`config.mk`:
```
export PLATFORM = sky130hd
export DESIGN_NAME = receiver
export DESIGN_NICKNAME = d
export VERILOG_FILES = /design/src/rtl/dti_uart_pkg.sv /design/src/rtl/rx_sample_sync.sv /design/src/rtl/receiver.sv
export SDC_FILE = /design/constraint.sdc
export NUM_CORES = 1
export LEC_CHECK = 0
export BUFFER_PORTS_ARGS = -buffer_cell sky130_fd_sc_hd__buf_2
export CAP_MARGIN = 10
export CORE_UTILIZATION = 58
export DETAILED_ROUTE_END_ITERATION = 16
export PLACE_DENSITY = 0.8
export SETUP_SLACK_MARGIN = 0.2
export SLEW_MARGIN = 10
export SYNTH_ARGS = -nofsm -noshare
export SYNTH_HDL_FRONTEND = slang
export SYNTH_SLANG_ARGS = --single-unit
```
`constraint.sdc`:
```
create_clock -name clk -period 3.05 [get_ports clk]
set_input_delay 0.305 -clock clk [delete_from_list [all_inputs] [get_ports clk]]
set_output_delay 0.305 -clock clk [all_outputs]
set_load 0.005 [all_outputs]
```
`src/rtl/dti_uart_pkg.sv`:
```
// rtl/dti_uart_pkg.sv - shared UART receive state type and oversampling constants
package dti_uart_pkg;

   localparam int CFG_DATA_WIDTH = 32;

   localparam int OS_RATE      = 16;
   localparam int OS_MID_FIRST = 7;
   localparam int OS_MID_LAST  = 9;

   typedef enum logic [2:0] {
      IDLE      = 3'd0,
      START     = 3'd1,
      DATA      = 3'd2,
      PARITY    = 3'd3,
      STOP      = 3'd4,
      WAIT_HIGH = 3'd5
   } rx_state_e;

endpackage

```
`src/rtl/rx_sample_sync.sv`:
```
// rtl/rx_sample_sync.sv - rx pin synchroniser with mid-bit sample history and majority vote
module rx_sample_sync
   import dti_uart_pkg::*;
(
   input  logic clk,
   input  logic reset_n,
   input  logic clken16_i,
   input  logic rx_i,
   output logic rx_s_o,
   output logic maj_o
);

   // History spans the earlier mid-bit samples; the current rx_s is the final vote.
   localparam int HIST = OS_MID_LAST - OS_MID_FIRST;

   logic            sync1_q;
   logic            sync2_q;
   logic [HIST-1:0] hist_q;

   always_ff @(posedge clk or negedge reset_n) begin
      if (!reset_n) begin
         sync1_q <= 1'b1;
         sync2_q <= 1'b1;
         hist_q  <= '1;
      end else begin
         sync1_q <= rx_i;
         sync2_q <= sync1_q;
         if (clken16_i) begin
            hist_q <= {hist_q[HIST-2:0], sync2_q};
         end
      end
   end

   assign rx_s_o = sync2_q;
   assign maj_o  = (hist_q[1] & hist_q[0]) |
                   (hist_q[1] & sync2_q)   |
                   (hist_q[0] & sync2_q);

endmodule

```
`src/rtl/receiver.sv`:
```
// rtl/receiver.sv - UART receive engine: 16x oversampled start detect, data/parity/stop
// recovery, RX FIFO write and error pulses.
module receiver
   import dti_uart_pkg::*;
#(
   parameter int DATA_WIDTH     = CFG_DATA_WIDTH,
   parameter int DATA_BIT_WIDTH = 8,
   parameter int STOP_BIT_WIDTH = 1,
   parameter bit PARITY_EN      = 1'b0
) (
   input  logic                  clk,
   input  logic                  reset_n,
   input  logic                  clken16,
   input  logic                  rx,
   input  logic                  rx_data_fifo_full,
   output logic                  rx_data_fifo_wr_req,
   output logic [DATA_WIDTH-1:0] rx_data_fifo_data_in,
   output logic                  rts_n,
   output logic                  rx_busy,
   output logic                  parity_err,
   output logic                  framing_err,
   output logic                  overrun_err
);

   localparam logic [3:0] OS_MID  = 4'(OS_MID_LAST);
   localparam logic [3:0] OS_WRAP = 4'(OS_RATE - 1);
   localparam logic [2:0] BIT_LAST  = 3'(DATA_BIT_WIDTH - 1);
   localparam logic       STOP_LAST = 1'(STOP_BIT_WIDTH - 1);

   logic rx_s;
   logic maj;

   rx_sample_sync u_sample (
      .clk       (clk),
      .reset_n   (reset_n),
      .clken16_i (clken16),
      .rx_i      (rx),
      .rx_s_o    (rx_s),
      .maj_o     (maj)
   );

   rx_state_e                 state_q;
   logic [3:0]                os_cnt_q;
   logic [2:0]                bitpos_q;
   logic                      stop_cnt_q;
   logic                      stop_bad_q;
   logic                      parity_bad_q;
   logic [DATA_BIT_WIDTH-1:0] shift_q;
   logic                      wr_req_q;
   logic [DATA_WIDTH-1:0]     data_q;
   logic                      parity_err_q;
   logic                      framing_err_q;
   logic                      overrun_err_q;
   logic                      rts_n_q;

   logic [3:0] os_cnt_d;
   logic       mid_d;
   logic       wrap_d;
   logic       frame_bad_d;
   logic       parity_bad_d;

   assign os_cnt_d     = os_cnt_q + 4'd1;
   assign mid_d        = (os_cnt_q == OS_MID);
   assign wrap_d       = (os_cnt_q == OS_WRAP);
   assign frame_bad_d  = stop_bad_q | ~maj;
   assign parity_bad_d = maj ^ (^shift_q);

   always_ff @(posedge clk or negedge reset_n) begin
      if (!reset_n) begin
         state_q       <= IDLE;
         os_cnt_q      <= 4'd0;
         bitpos_q      <= 3'd0;
         stop_cnt_q    <= 1'b0;
         stop_bad_q    <= 1'b0;
         parity_bad_q  <= 1'b0;
         shift_q       <= '0;
         wr_req_q      <= 1'b0;
         data_q        <= '0;
         parity_err_q  <= 1'b0;
         framing_err_q <= 1'b0;
         overrun_err_q <= 1'b0;
         rts_n_q       <= 1'b1;
      end else begin
         wr_req_q      <= 1'b0;
         parity_err_q  <= 1'b0;
         framing_err_q <= 1'b0;
         overrun_err_q <= 1'b0;
         rts_n_q       <= rx_data_fifo_full;

         if (clken16) begin
            case (state_q)
               IDLE: begin
                  if (!rx_s) begin
                     state_q      <= START;
                     os_cnt_q     <= 4'd1;
                     bitpos_q     <= 3'd0;
                     stop_cnt_q   <= 1'b0;
                     stop_bad_q   <= 1'b0;
                     parity_bad_q <= 1'b0;
                  end
               end

               START: begin
                  os_cnt_q <= os_cnt_d;
                  if (mid_d && maj) begin
                     state_q  <= IDLE;
                     os_cnt_q <= 4'd0;
                  end else if (wrap_d) begin
                     state_q  <= DATA;
                     bitpos_q <= 3'd0;
                  end
               end

               DATA: begin
                  os_cnt_q <= os_cnt_d;
                  // Shift in from the top of the character so it ends right-aligned.
                  if (mid_d) begin
                     shift_q <= {maj, shift_q[DATA_BIT_WIDTH-1:1]};
                  end
                  if (wrap_d) begin
                     if (bitpos_q == BIT_LAST) begin
                        state_q    <= PARITY_EN ? PARITY : STOP;
                        stop_cnt_q <= 1'b0;
                     end else begin
                        bitpos_q <= bitpos_q + 3'd1;
                     end
                  end
               end

               PARITY: begin
                  os_cnt_q <= os_cnt_d;
                  if (mid_d) begin
                     parity_bad_q <= parity_bad_d;
                  end
                  if (wrap_d) begin
                     state_q    <= STOP;
                     stop_cnt_q <= 1'b0;
                  end
               end

               STOP: begin
                  os_cnt_q <= os_cnt_d;
                  // The last stop bit ends the frame at mid-bit so a slightly early
                  // next start edge is still caught from IDLE.
                  if (mid_d) begin
                     if (stop_cnt_q == STOP_LAST) begin
                        os_cnt_q      <= 4'd0;
                        state_q       <= frame_bad_d ? WAIT_HIGH : IDLE;
                        framing_err_q <= frame_bad_d;
                        overrun_err_q <= ~frame_bad_d & rx_data_fifo_full;
                        wr_req_q      <= ~frame_bad_d & ~rx_data_fifo_full;
                        parity_err_q  <= parity_bad_q;
                        if (!frame_bad_d && !rx_data_fifo_full) begin
                           data_q <= DATA_WIDTH'(shift_q);
                        end
                     end else begin
                        stop_bad_q <= frame_bad_d;
                     end
                  end else if (wrap_d) begin
                     stop_cnt_q <= stop_cnt_q + 1'b1;
                  end
               end

               WAIT_HIGH: begin
                  if (rx_s) begin
                     state_q <= IDLE;
                  end
               end

               default: begin
                  state_q  <= IDLE;
                  os_cnt_q <= 4'd0;
               end
            endcase
         end
      end
   end

   assign rx_data_fifo_wr_req  = wr_req_q;
   assign rx_data_fifo_data_in = data_q;
   assign rts_n                = rts_n_q;
   assign rx_busy              = (state_q != IDLE);
   assign parity_err           = parity_err_q;
   assign framing_err          = framing_err_q;
   assign overrun_err          = overrun_err_q;

endmodule

```
Yosys cells after proc, flatten, opt, wreduce, memory -nomap -nowiden
Index checks and enable logic that the tools add are counted.

storage, ports and cells
  input bits = 5
  flip-flop bits (word level) = 38
  logic and storage cells = 126
  output and inout bits = 38

cells by class
  eq/ne operators = 23
  add/sub/neg operators = 3
  bitwise operators = 14
  multiplexer cells = 50
  reductions and logical operators = 20

operators by type and width
  cell                 count
  $mux 3               15
  $ne 2x2->1 const B   13
  $mux 1               25
  $pmux 4 s5           1
  $pmux 3 s6           1
  $mux 4               4
  $reduce_and 5->1     2
  $eq 3x3->1 const B   3
  $pmux 3 s3           1
  $reduce_and 9->1     1
  $eq 4x4->1 const B   2
  $reduce_and 8->1     1
  $reduce_xor 8->1     1
  $reduce_and 7->1     1
  $eq 3x2->1 const B   2
  $reduce_and 3->1     2
  $reduce_bool 3->1    2
  $and 1x1->1          5
  $not 1->1            5
  $add 4x1->4 const B  1
  $pmux 1 s2           2
  $pmux 1 s4           1
  $reduce_and 4->1     1
  $reduce_bool 2->1    2
  other kinds (12)     16

Longest topological paths before layout
  depth after elaboration = 11
  depth in mapped cells = 7
  gate-level depth less buffers = 7

Cells and area by module
A second synthesis with hierarchy kept.

unflattened totals
  cell total of the unflattened synthesis = 180
  area total of the unflattened synthesis = 2129.5 um^2

by module, submodules not included
  module          cells each  area each (um^2)  times used  sequential area each (um^2)
  receiver        173         1990.7            1           852.1
  rx_sample_sync  7           138.9             1           105.1

Worst setup path after synthesis
Ideal clock, no wire load.

  kind = reg2reg
  start point = register os_cnt_q[0]
  end point = register state_q[0]
  path slack = 1072 ps
  period minus slack after synthesis = 1978 ps
  arrival time = 1853 ps
  stages on the path, launching flop included = 8
  buffers on the path = 1
  setup time = 125 ps
  required time = 2925 ps
  cell sequence = dfrtp_1 -> ha_1 -> and3_1 -> buf_2 -> o21ai_0 -> a2111o_1 -> a21oi_1 -> mux2_2

between the ends
  cells in the longest elaborated chain, start to end = 4
  elaborated cells between the ends (all ways) = 10
  classes of those cells = eq/ne: 6; mux: 2; reduce/logical: 2

RTL lines
  what                                                                    RTL line         source
  start, declared                                                         receiver.sv:43   logic [3:0] os_cnt_q;
  start signal, assigned                                                  receiver.sv:104  os_cnt_q <= os_cnt_d;
  start signal, assigned                                                  receiver.sv:115  os_cnt_q <= os_cnt_d;
  start signal, assigned                                                  receiver.sv:131  os_cnt_q <= os_cnt_d;
  $eq 4x4->1                                                              receiver.sv:63   assign mid_d = (os_cnt_q == OS_MID);
  $logic_and 1x1->1                                                       receiver.sv:105  if (mid_d && maj) begin
  $ne 3x3->1 (no source line) / $mux 3 (equally long branches)            -
  $reduce_and 9->1 (no source line) / $pmux 3 s6 (equally long branches)  -
  end signal, assigned                                                    receiver.sv:122  state_q <= PARITY_EN ? PARITY : STOP;
  end signal, assigned                                                    receiver.sv:148  state_q <= frame_bad_d ? WAIT_HIGH : IDLE;
  end, declared                                                           receiver.sv:42   rx_state_e state_q;

Several ways; a longest one is shown, not always the timed one.
A chain may end at the register's enable or synchronous reset.

Worst setup path after layout
  start point = register state_q[1]
  end point = register data_q[0] (netlist: rx_data_fifo_data_in[0])

between the ends
  cells in the longest elaborated chain, start to end = 2

RTL lines
  what                               RTL line         source
  $eq 3x3->1                         receiver.sv:91   case (state_q)
  $reduce_and 5->1 (no source line)  -
  end signal, assigned               receiver.sv:154  data_q <= DATA_WIDTH'(shift_q);
  end, declared                      receiver.sv:50   logic [DATA_WIDTH-1:0] data_q;

Every way passes these cells.

==> summary.txt <==
Power and ir drop
  – Final Power: 0.00113 W
  – Leak pwr: 1.09 nW
  – VDD IR max: 0.000541 V
  – Pwr Density: 528 nW/µm²

Clock tree
  – Clock transition at the registers of the reported paths: 110 ps
  – Cts hold-fix bufs: 0
  – Clk buf depth: 2
  – CTS Buf Count: 5
  – CTS Sinks: 38
  – CTS tree: yes
  – Setup Fix Bufs, Post-CTS: 0
  – Htree depth: 2
  – Post-CTS Resized: 0
  – CTS root buffer: clkbuf_4
  – Worst skew pair latency: 340 ps

Hold path
  – Hold Crit Class: input port to async pin

STA
  – Worst Max-Slew Pin Slew: 809 ps
  – RSZ-0062 raised after global routing: no
  – Worst hold margin: 45.8 ps
  – Final Hold Fails: 0
  – Min Clock Period, post-route: 2250 ps
  – Worst setup margin: 800 ps
  – Clk_skew: 6.47 ps
  – Fmax: 444 MHz
  – Final setup vio count: 0
  – Setup TNS: 0 ps
  – Final worst-path cycle share: 0.738
  – Fin. max-slew vios: 0
  – Relative slew margins: 0.461

Layout
  – Ant diodes: 0
  – Util after Layout: 0.633
  – Share of cells above drive strength 1: 0.269
  – Layout area overhead: 2.76%
  – # nets final: 216

Job
  – Number of max-cap violations: 0

GRT
  – Initial antenna violation count: 0
  – Largest net degree at the start of global routing: 39
  – Vias in the first global route: 1160
  – First-pass GRT wire length: 5.35 mm
  – GRT Total Usage: 0.196
  – Remaining Overflow, GRT: 0

Die
  – Die X: 62.0 µm
  – DIE AREA: 3840 µm²
  – Io pins: 43
  – Core area: 3390 µm²
  – Starting Density: 0.616
  – Core Rows: 21
  – Die height: 62.0 µm

Synthesis
  – Synth Cell Area: 2090 µm²
  – Register bit total from synthesis: 38
  – Area leader, netlist: dfrtp_1
  – Synth async-reset ratio: 1.00
  – Synth Instances: 191
  – Cell variety after synth: 52
  – Count leader, synth: dfrtp_1
  – Synth Warn #: 0
  – Register area share after synthesis: 0.459
  – Synth top cells by count: 33 x dfrtp_1, 24 x buf_4, 13 x mux2_2
  – Syn Area/Cell: 10.9 µm²
  – Number of flops mapped to enable cells by yosys: 0
  – Area contributors post-synth: dfrtp_1 40%, buf_4 8.6%, mux2_2 7.0%, dfstp_2 6.3%, mux2_4 5.8%
  – Most used DFF post-synth: dfrtp_1
  – Post-synth top area share: 0.396

Routing
  – Vias: 1338
  – Detail Route Antenna Nets: 0
  – Vias/cell: 5.27
  – DRC viols: 0
  – Drt pass-1 iters: 4
  – Initial DRC count: 38
  – Final wirelength: 3.43 mm
  – DR WL/cell: 13.5 µm

Critical path
  – Crit end category: flip-flop
  – Nature of the critical path startpoint: flip-flop
  – Critical Path RT: 3290 ps
  – Worst path bufs/invs: 0
  – Worst EP arrival: 2490 ps
  – CP Class: flip-flop to flip-flop
  – CP top delay family: simple AND/OR/NAND/NOR gates
  – Max incr delay on CP: 560 ps
  – Slowest CP cell: dfrtp_1
  – Crit Path Max Fanout: 19
  – Critical Path, Cell by Cell: or3b_4, nor2_4, nand3_2, or3_1, mux2_4

Placement
  – IO buf count: 18
  – Placer Congestion: 0.924
  – Pre-CTS setup slack: 811 ps
  – Post-DP HPWL: 2.50 mm

Status
  – Outcome: complete, no violations
[metal layers]
layer  track usage  share of wire
met5             0              0
met4        0.0921          0.022
met3        0.0559          0.070
met2         0.263           0.44
met1         0.290           0.46
[cells by family (layout without fill, tap and decap cells)]
group / Yosys count / count (layout) / synth area share
XOR/XNOR: 8 / 8 / 0.0336
other: 1 / 24 / 0.00180
flip-flops: 38 / 38 / 0.459
buffers and inverters: 38 / 32 / 0.120
multiplexers: 21 / 21 / 0.128
AO/OA/AOI/OAI: 34 / 34 / 0.108
AND/OR/NAND/NOR: 46 / 46 / 0.122
adder cells (fa/ha/maj): 5 / 5 / 0.0288
[where the power goes]
group          switching, W  total (W)  internal [W]
registers         0.0000632   0.000609      0.000546
clock network      0.000156   0.000244     0.0000878
logic              0.000166   0.000281      0.000114
[stage by stage]
step | std cells | cell area [µm²]
4_1_cts | 254 | 2140
3_3_place_gp | 246 | 2090
5_1_grt | 254 | 2140
2_1_floorplan | 214 | 2170
3_5_place_dp | 246 | 2090
6_report | 254 | 2140
[registers in the layout (all words and copies together) (netlist names)]
| register | cells |
|---|---|
| rx_data_fifo_data_in | 8 |
| shift_q | 8 |
| os_cnt_q | 4 |
| bitpos_q | 3 |
| state_q | 3 |
| u_sample.hist_q | 2 |
| framing_err | 1 |
| overrun_err | 1 |
| parity_bad_q | 1 |
| parity_err | 1 |
| rts_n | 1 |
| rx_data_fifo_wr_req | 1 |
| stop_bad_q | 1 |
| stop_cnt_q | 1 |
| u_sample.rx_s_o | 1 |
| u_sample.sync1_q | 1 |
[worst reg2reg max path, cell delays in order, from the launching register on]
cell	delay [ps]
dfrtp_1	560
or3b_4	480
nor2_4	110
nand3_2	100
or3_1	530
mux2_4	370
[layout by cell type (no fill, tap or decap), drive strengths merged, types with 2 or more instances in the layout]
master / instances
clkinv: 2
clkbuf: 6
nand4: 2
inv: 6
xnor2: 7
dfstp: 5
dfrtp: 33
buf: 18
conb: 24
nor4: 2
o22ai: 2
mux2: 21
nor2b: 3
a21o: 2
nor2: 9
and3: 2
nand2: 10
nand3: 3
a21oi: 8
nor3: 6
ha: 4
o21ai: 8
a21boi: 2
[path summary, 6_finish.rpt]
| path | from | end | slack, ps | depth (start not counted) |
|---|---|---|---|---|
| max in group asynchronous | reset_n | state_q[0] | 2500 | 1 |
| max | state_q[1] | rx_data_fifo_data_in[0] | 800 | 5 |
| min in group clk | rx | u_sample.sync1_q | 60 | 1 |
| max reg2reg | state_q[1] | rx_data_fifo_data_in[0] | 800 | 5 |
| min reg2reg | u_sample.sync1_q | u_sample.rx_s_o | 360 | 0 |
| min | reset_n | os_cnt_q[2] | 50 | 1 |
[final cells by class]
cell class	count	area, µm²
Fill cell	277	1240
Multi-Input combinational cell	138	966
Sequential cell	38	957
Timing Repair Buffer	18	90.1
Tap cell	46	57.6
Clock buffer	6	41.3
Inverter	6	22.5
Clock inverter	2	10.0
No activity file was read; power rests on OpenSTA's default activity.
